--- src/rtl/spi_slave.sv ---
// SPI responder running in the Clk domain: SCK/SS_n/MOSI are oversampled,
// edges are decoded per CPol/CPha, and words shift MSB-first in both directions.
module spi_slave #(
  parameter int DATA_W      = 8,
  parameter int SYNC_STAGES = 2
) (
  input  logic              Clk,
  input  logic              Rst_n,
  input  logic              CPol,
  input  logic              CPha,
  input  logic              SCK,
  input  logic              SS_n,
  input  logic              MOSI,
  output logic              MISO,
  output logic              MISO_En,
  input  logic [DATA_W-1:0] TxData,
  output logic              TxAck,
  output logic [DATA_W-1:0] RxData,
  output logic              RxValid,
  output logic              Busy
);
  localparam int CW = $clog2(DATA_W) + 1;

  typedef enum logic [3:0] {
    IDLE   = 4'b0001,
    LOAD   = 4'b0010,
    ACTIVE = 4'b0100,
    DONE   = 4'b1000
  } state_t;

  logic [SYNC_STAGES-1:0] sck_q, ss_q, mosi_q;
  logic                   s_sck, s_ss_n, s_mosi, s_sck_d;
  logic                   lead_edge, trail_edge, samp_edge, shft_edge, last_bit;
  state_t                 state;
  logic [CW-1:0]          cnt;
  logic [DATA_W-1:0]      tx_sh, rx_sh;
  logic                   skip;

  // SS_n stages preset high so reset never looks like a selected frame
  always_ff @(posedge Clk or negedge Rst_n) begin
    if (!Rst_n) begin
      sck_q   <= '0;
      ss_q    <= '1;
      mosi_q  <= '0;
      s_sck_d <= 1'b0;
    end else begin
      sck_q   <= {sck_q[SYNC_STAGES-2:0], SCK};
      ss_q    <= {ss_q[SYNC_STAGES-2:0], SS_n};
      mosi_q  <= {mosi_q[SYNC_STAGES-2:0], MOSI};
      s_sck_d <= s_sck;
    end
  end

  assign s_sck      = sck_q[SYNC_STAGES-1];
  assign s_ss_n     = ss_q[SYNC_STAGES-1];
  assign s_mosi     = mosi_q[SYNC_STAGES-1];
  assign lead_edge  = (s_sck_d == CPol) && (s_sck != CPol);
  assign trail_edge = (s_sck_d != CPol) && (s_sck == CPol);
  assign samp_edge  = CPha ? trail_edge : lead_edge;
  assign shft_edge  = CPha ? lead_edge : trail_edge;
  assign last_bit   = (cnt == CW'(DATA_W - 1));

  // tx_sh is cleared whenever the link is released, so MISO idles low
  assign MISO = tx_sh[DATA_W-1];

  always_ff @(posedge Clk or negedge Rst_n) begin
    if (!Rst_n) begin
      state   <= IDLE;
      cnt     <= '0;
      tx_sh   <= '0;
      rx_sh   <= '0;
      skip    <= 1'b0;
      MISO_En <= 1'b0;
      TxAck   <= 1'b0;
      RxData  <= '0;
      RxValid <= 1'b0;
      Busy    <= 1'b0;
    end else begin
      TxAck   <= 1'b0;
      RxValid <= 1'b0;
      case (state)
        IDLE: begin
          MISO_En <= 1'b0;
          Busy    <= 1'b0;
          cnt     <= '0;
          tx_sh   <= '0;
          if (!s_ss_n) state <= LOAD;
        end
        LOAD: begin
          if (s_ss_n) begin
            state <= IDLE;
          end else begin
            tx_sh   <= TxData;
            TxAck   <= 1'b1;
            cnt     <= '0;
            skip    <= CPha;
            MISO_En <= 1'b1;
            Busy    <= 1'b1;
            state   <= ACTIVE;
          end
        end
        ACTIVE: begin
          // a final sample edge wins over a simultaneous deselect
          if (samp_edge && (last_bit || !s_ss_n)) begin
            rx_sh <= {rx_sh[DATA_W-2:0], s_mosi};
            cnt   <= cnt + 1'b1;
            if (last_bit) state <= DONE;
          end else if (s_ss_n) begin
            state   <= IDLE;
            cnt     <= '0;
            tx_sh   <= '0;
            MISO_En <= 1'b0;
            Busy    <= 1'b0;
          end else if (shft_edge) begin
            if (skip) skip  <= 1'b0;
            else      tx_sh <= {tx_sh[DATA_W-2:0], 1'b0};
          end
        end
        DONE: begin
          RxData  <= rx_sh;
          RxValid <= 1'b1;
          cnt     <= '0;
          if (s_ss_n) begin
            state   <= IDLE;
            tx_sh   <= '0;
            MISO_En <= 1'b0;
            Busy    <= 1'b0;
          end else begin
            // new MSB goes out now; the next shift edge must not consume it
            tx_sh <= TxData;
            TxAck <= 1'b1;
            skip  <= 1'b1;
            state <= ACTIVE;
          end
        end
        default: state <= IDLE;
      endcase
    end
  end
endmodule

--- config.mk ---
export PLATFORM = sky130hd
export DESIGN_NAME = spi_slave
export DESIGN_NICKNAME = d
export VERILOG_FILES = /design/src/rtl/spi_slave.sv
export SDC_FILE = /design/constraint.sdc
export NUM_CORES = 1
export LEC_CHECK = 0
export ABC_AREA = 1
export CORE_ASPECT_RATIO = 0.75
export CORE_MARGIN = 2
export CORE_UTILIZATION = 50
export CTS_CLUSTER_SIZE = 12
export DETAILED_ROUTE_END_ITERATION = 12
export PLACE_DENSITY = 0.74
export SLEW_MARGIN = 20
export SYNTH_ARGS = -nofsm -noshare
export SYNTH_HDL_FRONTEND = slang
export SYNTH_SLANG_ARGS = --single-unit
--- constraint.sdc ---
create_clock -name Clk -period 2.45 [get_ports Clk]
set_clock_uncertainty 0.1 [all_clocks]
set_input_delay 0.49 -clock Clk [delete_from_list [all_inputs] [get_ports Clk]]
set_output_delay 0.49 -clock Clk [all_outputs]
set_load 0.01 [all_outputs]
; ---- Yosys cells after proc, flatten, opt, wreduce, memory -nomap -nowiden
; Cells that the tools add are included.
; W data, S select, Z words.
[classes]
add_sub_neg = 1
n_reduce_logical = 16
eq_ne = 19
muxes = 34
bitwise = 0
n_mul = 0
magnitude_cmp = 0
n_div = 0
shift = 0
[op_table]
columns = cell, count
row1 = $mux W8, 6
row2 = $pmux W8 S4, 1
row3 = $mux W4, 7
row4 = $pmux W4 S3, 2
row5 = $mux W1, 14
row6 = $ne A2 B2 Y1 const B, 6
row7 = $ne A3 B3 Y1 const B, 4
row8 = $reduce_and A3 Y1, 3
row9 = $eq A4 B3 Y1 const B, 2
row10 = $pmux W1 S4, 2
row11 = $reduce_and A6 Y1, 1
row12 = $reduce_bool A3 Y1, 2
row13 = $reduce_and A5 Y1, 1
row14 = $add A4 B1 Y4 const B, 1
row15 = $eq A4 B1 Y1 const B, 1
row16 = $eq A4 B2 Y1 const B, 1
row17 = $eq A4 B4 Y1 const B, 1
row18 = $reduce_bool A4 Y1, 1
row19 = $reduce_or A2 Y1, 2
row20 = $logic_and A1 B1 Y1, 3
row21 = $mux W3, 1
row22 = $pmux W1 S3, 1
row23 = $eq A1 B1 Y1, 2
row24 = $ne A1 B1 Y1, 2
row25 = 3 further kinds, 3
[word_totals]
mem_count = 0
output_inout_bits = 13
word_cells = 84
reg_bits = 44
ramBits = 0
romBits = 0
latchBits = 0
input_bits = 15

; ---- Logic depth before layout (Yosys ltp)
[logic_depth]
depth_word = 7
ltp_mapped = 10
mapped_depth_nobuf = 10

; ---- Worst setup path after synthesis
; OpenSTA, ideal clock, no wires.
[synth_timing]
path_type = reg2reg
start = register cnt[0]
end = register tx_sh[3]
setup_ps = 117
arrival_ps = 1316
path_buffers = 1
path_slack_ps = 917
stages_incl_launch_ff = 9
period_less_slack_ps = 1533
t_required_ps = 2233
cell_sequence = dfrtp_1 > ha_1 > nand2_1 > or2_1 > nand2_1 > nand3_4 > buf_6 > nand4_1 > nand2_1
[synth_between]
elab_chain_cells = 5
[synth_rtl]
columns = element, line
row1 = from (decl), 35  ; logic [CW-1:0] cnt;
row2 = from (signal assigned), 106  ; cnt <= cnt + 1'b1;
row3 = $eq A4 B3 Y1, 61  ; assign last_bit = (cnt == CW'(DATA_W - 1));
row4 = $logic_or A1 B1 Y1, 104  ; if (samp_edge && (last_bit || !s_ss_n)) begin
row5 = $logic_and A1 B1 Y1, 104
row6 = $ne A2 B2 Y1 (no source line), --
row7 = $reduce_and A5 Y1 (no source line), --
row8 = to (signal assigned), 93  ; tx_sh <= TxData;
row9 = to (signal assigned), 116  ; else tx_sh <= {tx_sh[DATA_W-2:0], 1'b0};
row10 = to (signal assigned), 130  ; tx_sh <= TxData;
row11 = to (decl), 36  ; logic [DATA_W-1:0] tx_sh, rx_sh;
; Every way passes these cells.
; A chain may end at the register's enable or synchronous reset.

; ---- Worst setup path after layout
[layout_timing]
start = input CPol
end = register rx_sh[0]
[layout_between]
elab_chain_cells = 5
elab_cells_between_ends = 9
cone_classes = eq/ne: 4 / mux: 1 / reduce/logical: 4
[layout_rtl]
columns = element, line
row1 = from (decl), 9  ; input logic CPol,
row2 = "$eq A1 B1 Y1, or another cell as far along", 57  ; assign lead_edge = (s_sck_d == CPol) && (s_sck != CPol);
row3 = "$logic_and A1 B1 Y1, on equally long branches", "57, 58"
row4 = $mux W1 (*), 59  ; assign samp_edge = CPha ? trail_edge : lead_edge;
row5 = $logic_and A1 B1 Y1 (*), 104
row6 = $reduce_and A2 Y1 (no source line) (*), --
row7 = to (signal assigned), 105  ; rx_sh <= {rx_sh[DATA_W-2:0], s_mosi};
row8 = to (decl), 36
; Every way passes the cells marked *; elsewhere a longest branch is shown, timed or not.

==> metrics.yaml <==
setup_path:
  crit_path_frequent_cell: "nand2_1"
  slowest_delay_ps: 490
  critPathCapture: "rx_sh[0]"
  crit_fanout: 28
  reg2reg_depth: 7
  r2r_start: "state[0]"
  critPathRequiredTime_ps: 2550
  cp.arrival_ps: 2100
  cp_cell_sequence: "clkdlybuf4s50_1, inv_2, nand2_1, nand2_1, nand3_1, nand2_2, nand3_4, inv_1, nand2_1, o21ai_0"
  r2r_setup_slack_ps: 560
  critPathSlowestCell: "clkdlybuf4s50_1"
  crit_path_end_kind: "flip-flop"
  startpoint: "CPol"
  reg2reg_to: "MISO_En"
  critPathKind: "in2reg"
  worstSetupStartpointType: "primary input"
finish:
  layout_commonest_cell: "nand2_1"
  syn2layout_area_growth_pct: 19.9
  fin_nets: 287
  drive_gt1_share_pct: 9.93
  final_cell_mix: "nand2_1, dfrtp_1, clkdlybuf4s50_1"
  antennaDiodeCount: 0
sta:
  layout_setup_ws_ps: 453
  finalSetupTns_ps: 0
  max_slew.worst_pin.slew_ps: 402
  hold_violations: 0
  layout_min_cycle_time_ps: 2000
  min_period_over_period_pct: 81.5
  drv_slew: 0
  rsz0062_at_grt: "no"
  finalSetupViolCount: 0
  clock.fmax_ghz: 0.501
  max-slew-margin-rel_pct: 73.2
die:
  rows: 20
  die_x_um: 77.5
  die_h_um: 59.1
  initial_core_util_pct: 50.9
  io_pins: 28
  core-area_mm2: 0.00398
  dieArea_mm2: 0.00458
drt:
  drtAntennaViolNets: 0
  drc: 0
  vias_per_cell: 5.04
  wl_per_cell_um: 11.8
  drtPass1Iterations: 4
  drt_iter0_markers: 129
  vias: 1647
  finalWirelength_um: 3850
clock_network:
  cts_setup_buffers: 0
  cts_max_path_buffers: 2
  clkSinkCount: 43
  clock_latency_ps: 300
  cts_tree: "built"
  clkSlewWorstSetupHoldPaths_ps: 80
  cts_resized: 0
  ctsHoldBuffers: 0
  numCtsBuffers: 5
  clockRootBuffer: "clkbuf_8"
  cts-htree-levels: 2
synthesis:
  synth_ff_type: "dfrtp_1"
  synth_top_cell_area_share_pct: 49.4
  ys_types: 26
  yosysTopAreaCell: "dfrtp_1"
  synthTopCellsByArea: "dfrtp_1, nand2_1, nand3_1, dfstp_2, inv_1"
  synth_cells: 242
  synthArstFlopShare_pct: 100
  seq_area_frac_synth_pct: 53.3
  ys_seq_elements: 43
  syn_nets: 258
  yosysWarnings: 0
  syn_area_per_cell_um2: 8.37
  synth_edf_count: 0
  netlist_area_mm2: 0.00203
global_routing:
  grtUsageMet3_pct: 4.27
  grt_pass1_wl_um: 6860
  grt-busiest-layer: "met2"
  grt_start_max_net_pins: 29
  grt_pass1_vias: 1540
  use_met1_pct: 26.6
  met2_usage_pct: 29.3
  antenna_found_initial: 0
  grtUsageTotal_pct: 19.1
  grt_overflow: 0
power_and_ir_drop:
  p_per_area_mw_per_mm2: 825
  vdd_drop_max_v: 0.000421
  p_leak_nw: 1.19
place:
  dp_hpwl_um: 2730
  io_buffers: 27
  routabilityCongestion: 0.834
  place_ws_ps: 149
outcome:
  status: "finished clean"
worst_hold_path:
  hold_path.class: "in2async"
run:
  drv_cap: 0
## critical path: cells and delay by family
family / cells / cell delay, ps
buffers and inverters: 3 / 810
and+or+nand+nor: 6 / 700
AOI/OAI and AO/OA: 1 / 100
## layout make-up
type | count | area (um2)
inverter | 23 | 86.3
clock buffer | 6 | 72.6
multi-input combinational | 169 | 803
timing repair buffer | 29 | 280
fill | 349 | 1550
clock inverter | 2 | 37.5
tap | 55 | 68.8
sequential | 43 | 1080
## where the power goes
part           leakage [nW]  switching (mW)  internal [mW]
clock network        0.0514           0.247          0.304
logic                 0.575           0.348          0.204
registers             0.568          0.0682          0.832
## per-layer routing
layer,share of wire (%),vias up
li1,-,835
met1,51,765
met2,42,40
met3,4.9,7
met4,1.5,0
met5,0,-
## state kept, by name (all words and copies together), names as in the netlist
signal   count
sck_q        2
ss_q         2
s_sck_d      1
RxValid      1
skip         1
state        4
TxAck        1
RxData       8
rx_sh        8
tx_sh        8
mosi_q       2
MISO_En      1
cnt          4
## Yosys cell counts, types with 2 or more instances
cell,count
inv_1,20
dfstp_2,3
nor2_2,3
inv_2,3
nand2_1,89
o21ai_0,11
nand3_1,25
nand4_1,11
nor2_1,5
dfrtp_1,40
buf_4,2
nor2_4,2
a21oi_1,2
o21ai_1,8
clkbuf_1,2
nand2_2,4
buf_6,3
## worst min path at each step
stage                     slack [ps]  startpoint  cells past startpoint        end
final                            0.5       Rst_n                      1   state[3]
after global routing              30       Rst_n                      1  RxData[2]
after CTS                          1       Rst_n                      1  RxData[2]
after detailed placement         240    sck_q[0]                      0   sck_q[1]
after global placement           230   mosi_q[0]                      0  mosi_q[1]
after floorplan                   90       Rst_n                      0    MISO_En
## metrics by stage
step           hold WS, ps  area [um2]  utilization (%)  power, mW  instances
2_1_floorplan         94.4        2030                -       1.32        242
3_3_place_gp           233        2320             58.3       1.46        319
3_5_place_dp           241        2320             58.3       1.47        319
4_1_cts               1.49        2430             61.0       2.03        327
5_1_grt               26.8        2430             61.0       2.15        327
6_report             0.488        2430             61.0       2.00        327
## kinds of logic after synthesis
kind of cell / after synthesis / share of synthesized area [%]
compound gates: 24 / 6.24
xor+xnor: 2 / 0.865
fa+ha+maj: 1 / 0.618
buf+inv: 30 / 7.04
flops: 43 / 53.3
simple gates: 142 / 31.9
Note: power is estimated with default switching activity, not from simulation.
